===== config.mk =====
export PLATFORM = sky130hd
export DESIGN_NAME = alu_operand_sequencer_flat
export DESIGN_NICKNAME = d
export VERILOG_FILES = /design/src/rtl/alu_seq_pkg.sv /design/src/rtl/alu_operand_sequencer_if.sv /design/src/rtl/alu_operand_sequencer_prog_buffer.sv /design/src/rtl/alu_operand_sequencer.sv /design/src/flat_wrapper.sv
export SDC_FILE = /design/constraint.sdc
export NUM_CORES = 1
export LEC_CHECK = 0
export ABC_AREA = 1
export CAP_MARGIN = 20
export CORE_MARGIN = 3
export CORE_UTILIZATION = 30
export CTS_CLUSTER_SIZE = 10
export DETAILED_ROUTE_END_ITERATION = 10
export HOLD_SLACK_MARGIN = 0.02
export PLACE_DENSITY = 0.44
export SYNTH_ARGS = -nofsm -noshare
export SYNTH_HDL_FRONTEND = slang
export SYNTH_SLANG_ARGS = --single-unit

===== constraint.sdc =====
create_clock -name clk -period 3.4 [get_ports clk]
set_input_delay 0.68 -clock clk [delete_from_list [all_inputs] [get_ports clk]]
set_output_delay 0.68 -clock clk [all_outputs]
set_load 0.05 [all_outputs]

===== src/rtl/alu_seq_pkg.sv =====
// Shared widths, opcodes, instruction field offsets and FSM states
// for the ALU operand sequencer.
package alu_seq_pkg;

    localparam int OP_W   = 4;
    localparam int DATA_W = 8;
    localparam int WORD_W = 1 + OP_W + 2 * DATA_W;

    localparam logic [OP_W-1:0] OP_ADD = 4'b0000;
    localparam logic [OP_W-1:0] OP_SUB = 4'b0001;
    localparam logic [OP_W-1:0] OP_AND = 4'b0010;
    localparam logic [OP_W-1:0] OP_OR  = 4'b0011;
    localparam logic [OP_W-1:0] OP_XOR = 4'b0100;
    localparam logic [OP_W-1:0] OP_NOT = 4'b0101;
    localparam logic [OP_W-1:0] OP_LTH = 4'b0110;
    localparam logic [OP_W-1:0] OP_EQ  = 4'b0111;

    localparam int USE_ACC_BIT = 20;
    localparam int OP_MSB      = 19;
    localparam int OP_LSB      = 16;
    localparam int A_MSB       = 15;
    localparam int A_LSB       = 8;
    localparam int B_MSB       = 7;
    localparam int B_LSB       = 0;

    typedef enum logic [1:0] {
        IDLE,
        ISSUE,
        WAIT,
        DONE
    } seq_state_e;

endpackage


===== src/rtl/alu_operand_sequencer_if.sv =====
// Operand/result bus between the sequencer (master) and the ALU (slave).
interface alu_operand_sequencer_if;
    import alu_seq_pkg::*;

    logic [OP_W-1:0]   alu_opcode;
    logic [DATA_W-1:0] alu_a;
    logic [DATA_W-1:0] alu_b;
    logic [DATA_W-1:0] alu_result;

    modport master (
        output alu_opcode,
        output alu_a,
        output alu_b,
        input  alu_result
    );

    modport slave (
        input  alu_opcode,
        input  alu_a,
        input  alu_b,
        output alu_result
    );

endinterface


===== src/rtl/alu_operand_sequencer_prog_buffer.sv =====
// Instruction slots filled in order; count doubles as the write pointer.
module prog_buffer
    import alu_seq_pkg::*;
#(
    parameter int DEPTH = 8
) (
    input  logic                       clk,
    input  logic                       reset,
    input  logic                       wr_en,
    input  logic                       clr,
    input  logic [WORD_W-1:0]          wr_word,
    input  logic [$clog2(DEPTH)-1:0]   rd_idx,
    output logic [WORD_W-1:0]          rd_word,
    output logic [$clog2(DEPTH+1)-1:0] count,
    output logic                       full
);

    localparam int CW = $clog2(DEPTH + 1);
    localparam int IW = $clog2(DEPTH);

    logic [WORD_W-1:0] mem_q [DEPTH];
    logic [WORD_W-1:0] mem_d [DEPTH];
    logic [CW-1:0]     count_q;
    logic [CW-1:0]     count_d;

    assign full    = (count_q == CW'(DEPTH));
    assign count   = count_q;
    assign rd_word = mem_q[rd_idx];

    always_comb begin
        mem_d   = mem_q;
        count_d = count_q;
        if (clr) begin
            count_d = '0;
        end else if (wr_en && !full) begin
            mem_d[count_q[IW-1:0]] = wr_word;
            count_d = count_q + CW'(1);
        end
    end

    // Slot contents need no reset: only slots below count are ever read.
    always_ff @(posedge clk) begin
        mem_q <= mem_d;
    end

    always_ff @(posedge clk or posedge reset) begin
        if (reset) count_q <= '0;
        else       count_q <= count_d;
    end

endmodule


===== src/rtl/alu_operand_sequencer.sv =====
// Issues a stored ALU program one instruction at a time and
// captures each result, optionally chaining it into the next operand A.
module alu_operand_sequencer
    import alu_seq_pkg::*;
#(
    parameter int DEPTH   = 8,
    parameter int ALU_LAT = 1
) (
    input  logic                       clk,
    input  logic                       reset,
    input  logic                       load_en,
    input  logic [WORD_W-1:0]          load_word,
    input  logic                       clear,
    input  logic                       start,
    alu_operand_sequencer_if.master    alu,
    output logic [DATA_W-1:0]          acc,
    output logic                       busy,
    output logic                       done,
    output logic                       load_err,
    output logic [$clog2(DEPTH+1)-1:0] prog_count
);

    localparam int CW = $clog2(DEPTH + 1);
    localparam int IW = $clog2(DEPTH);

    seq_state_e        state_q, state_d;
    logic [IW-1:0]     pc_q, pc_d;
    logic [1:0]        wcnt_q, wcnt_d;
    logic [DATA_W-1:0] acc_q, acc_d;
    logic [DATA_W-1:0] a_q, a_d;
    logic [DATA_W-1:0] b_q, b_d;
    logic [OP_W-1:0]   op_q, op_d;
    logic              busy_q, busy_d;
    logic              done_q, done_d;
    logic              lerr_q, lerr_d;

    logic [WORD_W-1:0] rd_word;
    logic [IW-1:0]     rd_idx;
    logic [CW-1:0]     count;
    logic              full;
    logic              running;
    logic              wr_en;
    logic              clr;

    assign running = (state_q == ISSUE) || (state_q == WAIT);
    assign wr_en   = load_en && !clear && !running;
    assign clr     = clear && (state_q == IDLE);
    // Outside IDLE the only slot needed is the next one after pc.
    assign rd_idx  = (state_q == IDLE) ? '0 : pc_q + IW'(1);

    prog_buffer #(.DEPTH(DEPTH)) u_buf (
        .clk     (clk),
        .reset   (reset),
        .wr_en   (wr_en),
        .clr     (clr),
        .wr_word (load_word),
        .rd_idx  (rd_idx),
        .rd_word (rd_word),
        .count   (count),
        .full    (full)
    );

    always_comb begin
        state_d = state_q;
        pc_d    = pc_q;
        wcnt_d  = wcnt_q;
        acc_d   = acc_q;
        a_d     = a_q;
        b_d     = b_q;
        op_d    = op_q;
        busy_d  = busy_q;
        done_d  = 1'b0;
        lerr_d  = load_en && (running || (!clear && full));

        unique case (state_q)
            IDLE: begin
                if (start && count != '0) begin
                    pc_d    = '0;
                    op_d    = rd_word[OP_MSB:OP_LSB];
                    b_d     = rd_word[B_MSB:B_LSB];
                    a_d     = rd_word[USE_ACC_BIT] ? acc_q
                                                   : rd_word[A_MSB:A_LSB];
                    busy_d  = 1'b1;
                    state_d = ISSUE;
                end else if (start) begin
                    done_d  = 1'b1;
                    state_d = DONE;
                end
            end
            ISSUE: begin
                wcnt_d  = 2'(ALU_LAT - 1);
                state_d = WAIT;
            end
            WAIT: begin
                if (wcnt_q != 2'd0) begin
                    wcnt_d = wcnt_q - 2'd1;
                end else begin
                    acc_d = alu.alu_result;
                    if (CW'(pc_q) == count - CW'(1)) begin
                        busy_d  = 1'b0;
                        done_d  = 1'b1;
                        state_d = DONE;
                    end else begin
                        pc_d    = pc_q + IW'(1);
                        op_d    = rd_word[OP_MSB:OP_LSB];
                        b_d     = rd_word[B_MSB:B_LSB];
                        // Chain the fresh result, not the acc flop.
                        a_d     = rd_word[USE_ACC_BIT] ? alu.alu_result
                                                       : rd_word[A_MSB:A_LSB];
                        state_d = ISSUE;
                    end
                end
            end
            DONE: begin
                state_d = IDLE;
            end
            default: state_d = IDLE;
        endcase
    end

    always_ff @(posedge clk or posedge reset) begin
        if (reset) begin
            state_q <= IDLE;
            pc_q    <= '0;
            wcnt_q  <= '0;
            acc_q   <= '0;
            a_q     <= '0;
            b_q     <= '0;
            op_q    <= '0;
            busy_q  <= 1'b0;
            done_q  <= 1'b0;
            lerr_q  <= 1'b0;
        end else begin
            state_q <= state_d;
            pc_q    <= pc_d;
            wcnt_q  <= wcnt_d;
            acc_q   <= acc_d;
            a_q     <= a_d;
            b_q     <= b_d;
            op_q    <= op_d;
            busy_q  <= busy_d;
            done_q  <= done_d;
            lerr_q  <= lerr_d;
        end
    end

    assign alu.alu_opcode = op_q;
    assign alu.alu_a      = a_q;
    assign alu.alu_b      = b_q;
    assign acc            = acc_q;
    assign busy           = busy_q;
    assign done           = done_q;
    assign load_err       = lerr_q;
    assign prog_count     = count;

endmodule

===== src/flat_wrapper.sv =====
// flat-port wrapper written by rule: the top's interface ports become plain ports
module alu_operand_sequencer_flat import alu_seq_pkg::*;
#(
    parameter int DEPTH   = 8,
    parameter int ALU_LAT = 1
)
  (clk, reset, load_en, load_word, clear, start, acc, busy, done, load_err, prog_count, alu_alu_opcode, alu_alu_a, alu_alu_b, alu_alu_result);
  alu_operand_sequencer_if alu_i ();
  input  logic clk;
  input  logic reset;
  input  logic load_en;
  input  logic [WORD_W-1:0] load_word;
  input  logic clear;
  input  logic start;
  output logic [DATA_W-1:0] acc;
  output logic busy;
  output logic done;
  output logic load_err;
  output logic [$clog2(DEPTH+1)-1:0] prog_count;
  output wire logic [$bits(alu_i.alu_opcode)-1:0] alu_alu_opcode;
  output wire logic [$bits(alu_i.alu_a)-1:0] alu_alu_a;
  output wire logic [$bits(alu_i.alu_b)-1:0] alu_alu_b;
  input wire logic [$bits(alu_i.alu_result)-1:0] alu_alu_result;
  assign alu_alu_opcode = alu_i.alu_opcode;
  assign alu_alu_a = alu_i.alu_a;
  assign alu_alu_b = alu_i.alu_b;
  assign alu_i.alu_result = alu_alu_result;
  alu_operand_sequencer #(.DEPTH(DEPTH), .ALU_LAT(ALU_LAT)) u_core (.clk(clk), .reset(reset), .load_en(load_en), .load_word(load_word), .clear(clear), .start(start), .alu(alu_i), .acc(acc), .busy(busy), .done(done), .load_err(load_err), .prog_count(prog_count));
endmodule

==> results of run 1 <==
[kinds of logic (layout without fill, tap and decap cells)]
family                   count (synthesis)  count (layout)
adder cells (fa/ha/maj)                  8               8
AO/OA/AOI/OAI                          104             104
flip-flops                             210             210
buffers and inverters                  135             230
AND/OR/NAND/NOR                        428             428
[worst max-delay path by stage]
| stage | from | end | depth (start not counted) |
|---|---|---|---|
| after global placement | clear | u_core.u_buf.mem_q[108] | 7 |
| after CTS | u_core.state_q[0] | u_core.alu.alu_a[4] | 9 |
| final | u_core.u_buf.count[2] | prog_count[2] | 1 |
| after global routing | u_core.state_q[0] | u_core.alu.alu_a[2] | 9 |
| after floorplan | u_core.u_buf.count[0] | u_core.u_buf.mem_q[105] | 7 |
| after detailed placement | clear | u_core.u_buf.mem_q[79] | 7 |
[cell usage in the layout (no fill, tap or decap), types with 3 or more instances in the layout]
cell type | netlist | routed
nand2_1 | 266 | 266
edfxtp_1 | 168 | 168
inv_1 | 90 | 89
clkdlybuf4s50_1 | 0 | 68
nand3_1 | 60 | 60
nor2_1 | 66 | 59
o21ai_0 | 57 | 57
dfrtp_1 | 42 | 42
o21ai_1 | 40 | 40
clkbuf_16 | 0 | 26
or2_2 | 20 | 20
clkbuf_1 | 13 | 17
buf_4 | 4 | 15
nor2_2 | 2 | 8
ha_1 | 8 | 8
inv_2 | 6 | 7
a21oi_1 | 4 | 4
or2_0 | 4 | 4
nand2_2 | 3 | 3
buf_12 | 0 | 3
[layer usage]
| layer | vias up | global-route usage (%) | share of wire (%) |
|---|---|---|---|
| met2 | 129 | 22.2 | 46 |
| met1 | 2833 | 18.5 | 47 |
| met5 | - | 0 | 0 |
| li1 | 3055 | - | - |
| met4 | 0 | 3.16 | 1.7 |
| met3 | 25 | 2.35 | 4.5 |
[cell type report]
| type | count | area, um^2 | area share (%) |
|---|---|---|---|
| Timing Repair Buffer | 86 | 853 | 7.74 |
| Multi-Input combinational cell | 540 | 2450 | 22.3 |
| Clock buffer | 45 | 742 | 6.73 |
| Clock inverter | 3 | 26.3 | 0.238 |
| Inverter | 96 | 360 | 3.27 |
| Tap cell | 390 | 488 | 4.43 |
| Sequential cell | 210 | 6100 | 55.3 |
[metrics by stage]
stage | std cells | worst slack [ns]
2_1_floorplan | 885 | 0.458
3_3_place_gp | 1322 | 0.809
3_5_place_dp | 1322 | 0.766
4_1_cts | 1370 | 0.778
5_1_grt | 1370 | 0.578
6_report | 1370 | 0.821
[power breakdown]
part           switching, mW  internal, mW
Combinational         0.0801        0.0511
Sequential           0.00514          2.79
Clock                   1.01          1.47
Total                   1.10          4.31
[state kept, by name, summed over array words and instances (netlist names)]
register,flops
u_core.u_buf.mem_q,168
u_core.acc,8
u_core.alu.alu_a,8
u_core.alu.alu_b,8
u_core.alu.alu_opcode,4
u_core.u_buf.count,4
u_core.pc_q,3
u_core.state_q,2
u_core.wcnt_q,2
u_core.busy,1
u_core.done,1
u_core.load_err,1
==> results.toml, run 1 <==
[global_routing]
first_global_vias = 5941
overflow = 0
grt_use_total_pct = 13.4
antenna_found_initial = 0
grt_max_degree = 43
grt_pass1_wl_um = 34600

[yosys]
synth_top_family_by_area = "simple AND/OR/NAND/NOR gates"
syn-instance-count = 885
yosysTopAreaCell = "edfxtp_1"
synthAdderAreaFrac_pct = 1.10
synth_xor_xnor_area_share_pct = 0
yosys-top-cells-area = "edfxtp_1 56%, dfrtp_1 12%, nand2_1 11%"
yosysMostFrequentCell = "nand2_1"
synth_mux_area_share_pct = 0
synth.yosys.seq_area_share_pct = 67.1
ys_top_cells_by_count = "266 x nand2_1, 168 x edfxtp_1, 90 x inv_1, 66 x nor2_1, 60 x nand3_1"
netlist.area_leader.share_pct = 55.6
syn_area_per_cell_um2 = 10.3
synth_compound_area_share_pct = 5.84
synth_edf_count = 168
synth_fp_nets = 927
ys_ff_latch = 210
ys_types = 29
synthSimpleGateAreaFrac_pct = 19.7
synth_area_mm2 = 0.00908
ys.flop_type = "edfxtp_1"
async_flop_share_pct = 20.0
synth_warnings = 0

[sta]
maxSlewHeadroom_pct = 34.4
fin_worst_skew_ns = 0.0143
setup_tns_ns = 0
tightest_slew_ns = 0.983
setup_viol = 0
finalCritPeriodShare_pct = 75.8
grt_setup_unrepaired = "no"
layout_min_cycle_time_ns = 2.58
fmax_ghz = 0.388
slew_viol_final = 0
hold_ws_ns = 0.477
hold_viol = 0

[routing]
vias = 6042
antenna_left = 0
firstDrtPassIters = 5
drcViolationCount = 0
wl_per_cell_um = 16.2
via_per_inst = 4.41
drt_iter0_markers = 418
routed_wl_um = 22200

[critical_path]
cp_num_buf_inv = 1
crit_fanout = 9
reg2reg_depth = 9
critPathKind = "reg2out"
max_stage_delay_ns = 0.87
end_kind = "primary output"
start_kind = "register"
cp_slowest_cell = "clkdlybuf4s50_1"
critPathRequiredTime_ns = 2.72
r2r_start = "u_core.state_q[0]"
worstPathCellList = "clkdlybuf4s50_1"
worstPathArrival_ns = 1.90
timing.rr.end = "u_core.alu.alu_a[4]"
regToRegSetupSlack_ns = 0.86
cp_top_family = "buffers and inverters"

[power_and_ir_drop]
leakage_nw = 4.40
totalPowerFinal_mw = 5.41
power.density_mw_per_mm2 = 491
peakVddDrop_uv = 343

[hold_path]
holdPathStages = 2
hold_path_class = "reg2reg"
min_to = "u_core.alu.alu_b[7]"
worstHoldStart = "u_core.alu.alu_b[7]"

[clock_tree]
cts_setup_buffers = 0
numCtsBuffers = 26
ctsHtreeMaxLevel = 1
cts_resized = 0
clk_latency_ns = 0.53
cts_num_sinks = 210
clockBufferDepth = 3
clk_pin_slew_worst_paths_ns = 0.06
cts-root-buf = "clkbuf_16"
ctsHoldBuffers = 0
cts_tree = "yes"

[final_layout]
fin_nets = 1002
syn2layout_area_growth_pct = 21.3
n_antenna_cell = 0
final_util_pct = 37.1
fillers = 2934
layout-drive-gt1-share_pct = 9.49
fin_area_mm2 = 0.0110

[floorplanning]
coreArea_mm2 = 0.0297
die_width_um = 180
io_pins = 69
die_y_um = 180
dieArea_mm2 = 0.0324
rows = 63
start_util_pct = 30.6

[placed_design]
place.detailed.hpwl_um = 13400
place_area_mm2 = 0.0103
port_buffers = 68
place_congestion = 0.698

[outcome]
status = "complete, no violations"

[job]
cap_violations = 0
(Power assumes the default switching activity.)
==> inputs of run 2 (changes only) <==
==> constraint.sdc (replaced) <==
create_clock -name clk -period 2.6 [get_ports clk]
set_input_delay 0.52 -clock clk [delete_from_list [all_inputs] [get_ports clk]]
set_output_delay 0.52 -clock clk [all_outputs]
set_load 0.05 [all_outputs]
==> run 2 against run 1 <==
Utilization increased by 0.35 points. Clock skew fell by 0.0039 ns. Via count decreased by 0.31%. Sequential power up 31%. Total power is 30% higher. Sequential share of layout area shrank 0.49 points. Final area grew 0.94%.
==> results.toml, run 2 (synthesis results as in run 1) <==
[floorplanning]
die_y_um = 180
io_pins = 69
rows = 63
start_util_pct = 30.6
dieArea_mm2 = 0.0324
die_width_um = 180
coreArea_mm2 = 0.0297

[global_routing]
grt_use_total_pct = 13.4
antenna_found_initial = 0
grt_pass1_wl_um = 34500
grt_max_degree = 43
first_global_vias = 5827
overflow = 0

[power_and_ir_drop]
totalPowerFinal_mw = 7.01
leakage_nw = 4.42
power.density_mw_per_mm2 = 630
peakVddDrop_uv = 464

[final_layout]
fin_area_mm2 = 0.0111
top_register = "u_core.u_buf.mem_q"
fillers = 2915
final_util_pct = 37.4
layout-drive-gt1-share_pct = 10.1
layout_commonest_cell = "nand2_1"
stdcell_count = 1368
final_cell_mix = "266 x nand2_1, 168 x edfxtp_1, 89 x inv_1, 68 x clkdlybuf4s50_1, 60 x nand3_1"
n_antenna_cell = 0
largest_reg_flops = 168
syn2layout_area_growth_pct = 22.5
fin_nets = 1006

[outcome]
status = "complete, no violations"

[critical_path]
cp_top_family = "buffers and inverters"
start_kind = "register"
critPathRequiredTime_ns = 2.08
max_stage_delay_ns = 0.86
cp_slowest_cell = "clkdlybuf4s50_1"
worstPathArrival_ns = 1.89
crit_fanout = 9
critPathKind = "reg2out"
cp_num_buf_inv = 1
worstPathCellList = "clkdlybuf4s50_1"
end_kind = "primary output"
regToRegSetupSlack_ns = 0.37

[clock_tree]
cts_setup_buffers = 0
cts_tree = "yes"
cts_resized = 0
cts-root-buf = "clkbuf_16"
ctsHoldBuffers = 0
numCtsBuffers = 26
ctsHtreeMaxLevel = 1
cts_num_sinks = 210
clk_pin_slew_worst_paths_ns = 0.06
clk_latency_ns = 0.52
clockBufferDepth = 3

[hold_path]
hold_path_class = "in2async"

[sta]
setup_viol = 0
fin_worst_skew_ns = 0.0104
fmax_ghz = 0.416
finalCritPeriodShare_pct = 92.5
layout_min_cycle_time_ns = 2.41
maxSlewHeadroom_pct = 62.9
slew_viol_final = 0
hold_viol = 0
tightest_slew_ns = 0.556
grt_setup_unrepaired = "no"

[routing]
top_layer = "met4"
firstDrtPassIters = 4
via_per_inst = 4.40
wl_per_cell_um = 16.1
wl_met1_um = 10500
vias = 6023
drt_iter0_markers = 264
met2_length_um = 10100
drcViolationCount = 0
routed_wl_um = 22000
antenna_left = 0
wl_met3_um = 901

[placed_design]
place.detailed.hpwl_um = 13300
dp.cells = 1326
port_buffers = 68
place_congestion = 0.729
place_area_mm2 = 0.0104

[job]
cap_violations = 0
run 2: per-layer routing:
| layer | track usage [%] | vias up |
|---|---|---|
| li1 | - | 3054 |
| met4 | 3.37 | 0 |
| met5 | 0 | - |
| met1 | 18.5 | 2828 |
| met3 | 2.33 | 28 |
| met2 | 21.9 | 113 |
run 2: final cells by class:
cell class              count  area, um^2  share of cell area (%)
multi-input cells         540        2450                    22.1
repair buffers             90         983                    8.84
well taps                 390         488                    4.39
inverters                  96         360                    3.24
flip-flops and latches    210        6100                    54.8
clock inverters             4        22.5                   0.202
clock buffers              38         717                    6.45
run 2: metrics by stage:
stage,hold slack [ns],setup slack (ns),TNS (ns)
2_1_floorplan,0.453,-0.147,-9.26
6_report,0.453,0.194,0
4_1_cts,0.463,0.163,0
5_1_grt,0.500,0.120,0
3_5_place_dp,0.470,0.197,0
3_3_place_gp,0.467,0.223,0
run 2: path summary, 6_finish.rpt:
check	endpoint	startpoint	cells after the start
hold reg to reg	u_core.alu.alu_b[1]	u_core.alu.alu_b[1]	2
setup reg to reg	u_core.alu.alu_opcode[0]	u_core.state_q[0]	12
setup / recovery	prog_count[2]	u_core.u_buf.count[2]	1
hold / removal	u_core.alu.alu_b[5]	reset	3
min in group clk	u_core.alu.alu_b[1]	u_core.alu.alu_b[1]	2
max in group asynchronous	u_core.u_buf.count[0]	reset	3
run 2: report_power, final:
part / total (mW) / internal (mW) / switching, mW
clock network: 3.18 / 1.88 / 1.30
logic: 0.172 / 0.0678 / 0.104
registers: 3.65 / 3.64 / 0.00666
total: 7.01 / 5.60 / 1.41
==> inputs of run 3 (changes only) <==
--- a/config.mk
+++ b/config.mk
@@ -5,14 +5,14 @@
 export SDC_FILE = /design/constraint.sdc
 export NUM_CORES = 1
 export LEC_CHECK = 0
-export ABC_AREA = 1
 export CAP_MARGIN = 20
 export CORE_MARGIN = 3
 export CORE_UTILIZATION = 30
 export CTS_CLUSTER_SIZE = 10
 export DETAILED_ROUTE_END_ITERATION = 10
-export HOLD_SLACK_MARGIN = 0.02
+export HOLD_SLACK_MARGIN = 0.12
 export PLACE_DENSITY = 0.44
 export SYNTH_ARGS = -nofsm -noshare
 export SYNTH_HDL_FRONTEND = slang
+export SYNTH_HIERARCHICAL = 1
 export SYNTH_SLANG_ARGS = --single-unit
==> run 3 against run 2 <==
Count of clock-buffer cells in the layout increased by 5. Register-to-register slack lost 0.30 ns. First-iteration DRC count decreased by 30%. Critical path depth rose by 8. Final area decreased by 0.87%. Hold slack got worse by 0.19 ns. Sequential cell count did not move. Via count is 27% lower. Setup slack got worse by 0.12 ns. Die area decreased by 3.7%. Largest cell class unchanged.
==> results.toml, run 3 <==
[outcome]
status = "complete, no violations"

[critical_path]
critPathRequiredTime_ns = 2.98
critPathKind = "reg2reg"
crit_fanout = 11
worstPathArrival_ns = 2.91
end_kind = "register"
start_kind = "register"

[clock_tree]
ctsHoldBuffers = 0
cts-root-buf = "clkbuf_16"
numCtsBuffers = 25
cts_num_sinks = 210
ctsHtreeMaxLevel = 1
clk_latency_ns = 0.50
cts_tree = "yes"
clockBufferDepth = 3
clk_pin_slew_worst_paths_ns = 0.06

[yosys]
ys_top_cells_by_count = "168 x edfxtp_1, 42 x dfrtp_1, 40 x mux4_1, 33 x mux2_2, 18 x nor2_1"
yosysTopAreaCell = "edfxtp_1"
netlist.area_leader.share_pct = 57.8
async_flop_share_pct = 20.0
ys_types = 47
syn_area_per_cell_um2 = 19.9
yosys-top-cells-area = "edfxtp_1 58%, dfrtp_1 12%, mux4_1 12%"
syn-instance-count = 438
synth_area_mm2 = 0.00873
yosysMostFrequentCell = "edfxtp_1"
ys_ff_latch = 210
ys.flop_type = "edfxtp_1"
synth_edf_count = 168
synth.yosys.seq_area_share_pct = 69.8
synth_fp_nets = 481
synth_warnings = 6

[final_layout]
fin_nets = 591
largest_reg_flops = 168
stdcell_count = 944
top_register = "u_core/u_buf/mem_q"
final_cell_mix = "168 x edfxtp_1, 68 x clkdlybuf4s50_1, 40 x dfrtp_1, 38 x mux4_1, 33 x mux2_2"
n_antenna_cell = 0
layout_commonest_cell = "edfxtp_1"
syn2layout_area_growth_pct = 26.3
layout-drive-gt1-share_pct = 24.6
final_util_pct = 39.0

[routing]
firstDrtPassIters = 4
drt_iter0_markers = 186
via_per_inst = 4.65
wl_per_cell_um = 19.8
vias = 4393
routed_wl_um = 18700
antenna_left = 0
drcViolationCount = 0

[sta]
slew_viol_final = 0
tightest_slew_ns = 0.618
hold_ws_ns = 0.263
maxSlewHeadroom_pct = 58.8
fmax_ghz = 0.396
finalCritPeriodShare_pct = 97.1
hold_viol = 0
fin_worst_skew_ns = 0.0120
grt_setup_unrepaired = "yes"
setup_viol = 0
fin_ws_ns = 0.0742
layout_min_cycle_time_ns = 2.53

[power_and_ir_drop]
peakVddDrop_uv = 467
power.density_mw_per_mm2 = 1230
leakage_nw = 3.81

[global_routing]
grt_pass1_wl_um = 28400
grt_use_total_pct = 12.0
overflow = 0
antenna_found_initial = 3
grt_max_degree = 39
first_global_vias = 4644

[placed_design]
port_buffers = 68
dpl_worst_slack_ns = 0.0122
dp.cells = 894
place_congestion = 0.718
place.detailed.hpwl_um = 10800

[floorplanning]
start_util_pct = 30.9
rows = 61
die_y_um = 177
io_pins = 69
die_width_um = 177
coreArea_mm2 = 0.0282
dieArea_mm2 = 0.0312

[hold_path]
hold_path_class = "in2async"

[job]
cap_violations = 0
-- run 3: cell count changes in the layout (fill, tap and decap cells not counted), sizes merged, moves of 12 or more --
cell   delta
buf      +12
inv      -83
mux2     +51
mux4     +42
nand2   -259
nand3    -60
nor2     -50
o21ai    -94
or2      -24
-- run 3: where the power goes --
part           switching [mW]  total [mW]  internal [mW]  leakage [nW]
registers               0.225        4.30           4.08          2.01
clock network            1.24        3.06           1.81         0.341
logic                    3.05        6.19           3.14          1.46
total                    4.52        13.6           9.03          3.81
-- run 3: critical path, cell delays in order, from the launching register on --
cell	delay (ns)
dfrtp_1	0.38
ha_1	0.30
nor2b_4	0.17
buf_12	0.13
buf_12	0.14
mux4_2	0.52
mux2_4	0.33
nor2_1	0.12
a21oi_1	0.05
mux2_2	0.27
-- run 3: layout make-up --
type / count / area (um^2)
Clock buffer: 43 / 703
Clock inverter: 2 / 8.76
Fill cell: 2592 / 17200
Inverter: 13 / 48.8
Multi-Input combinational cell: 195 / 2530
Sequential cell: 210 / 6100
Tap cell: 378 / 473
Timing Repair Buffer: 103 / 1160
-- run 3: path summary, 6_finish.rpt --
kind                                  start                     to  slack, ns  depth (start not counted)
min in group clk           u_core/wcnt_q[0]       u_core/wcnt_q[0]       0.49                          1
max                          u_core/pc_q[0]    u_core/alu.alu_a[5]       0.07                          9
max in group asynchronous             reset    u_core/alu.alu_b[5]       1.65                          3
min reg2reg                u_core/wcnt_q[0]       u_core/wcnt_q[0]       0.49                          1
min                                   reset  u_core/u_buf/count[1]       0.26                          2
max reg2reg                  u_core/pc_q[0]    u_core/alu.alu_a[5]       0.07                          9
-- run 3: timing repair --
action	4_1_cts	5_1_grt
gates resized for setup	1	4
gates cloned	0	2
buffers inserted	0	3
setup endpoints to repair	1	12
-- run 3: logic make-up (layout without fill, tap and decap cells) --
family	after synthesis	count (layout)	share of synthesized area, %
flops	210	210	69.8
compound gates	29	29	2.48
xor+xnor	5	5	0.502
mux	101	102	20.8
buf+inv	34	161	2.24
simple gates	50	50	2.92
fa+ha+maj	9	9	1.29
-- run 3: metrics by stage --
stage | instance area (um^2) | setup TNS [ns] | power, mW
after floorplan | 8820 | -17.23 | 8.73
after global routing | 11000 | -0.0695 | 14.3
after CTS | 10900 | 0 | 13.5
final | 11000 | 0 | 13.6
after detailed placement | 10200 | 0 | 10.4
after global placement | 10200 | 0 | 10.3
-- run 3: metal layers --
metal	track usage (%)	routed length [um]
met1	15.8	8210
met2	20.2	9240
met3	2.58	899
met4	2.98	323
met5	0	36
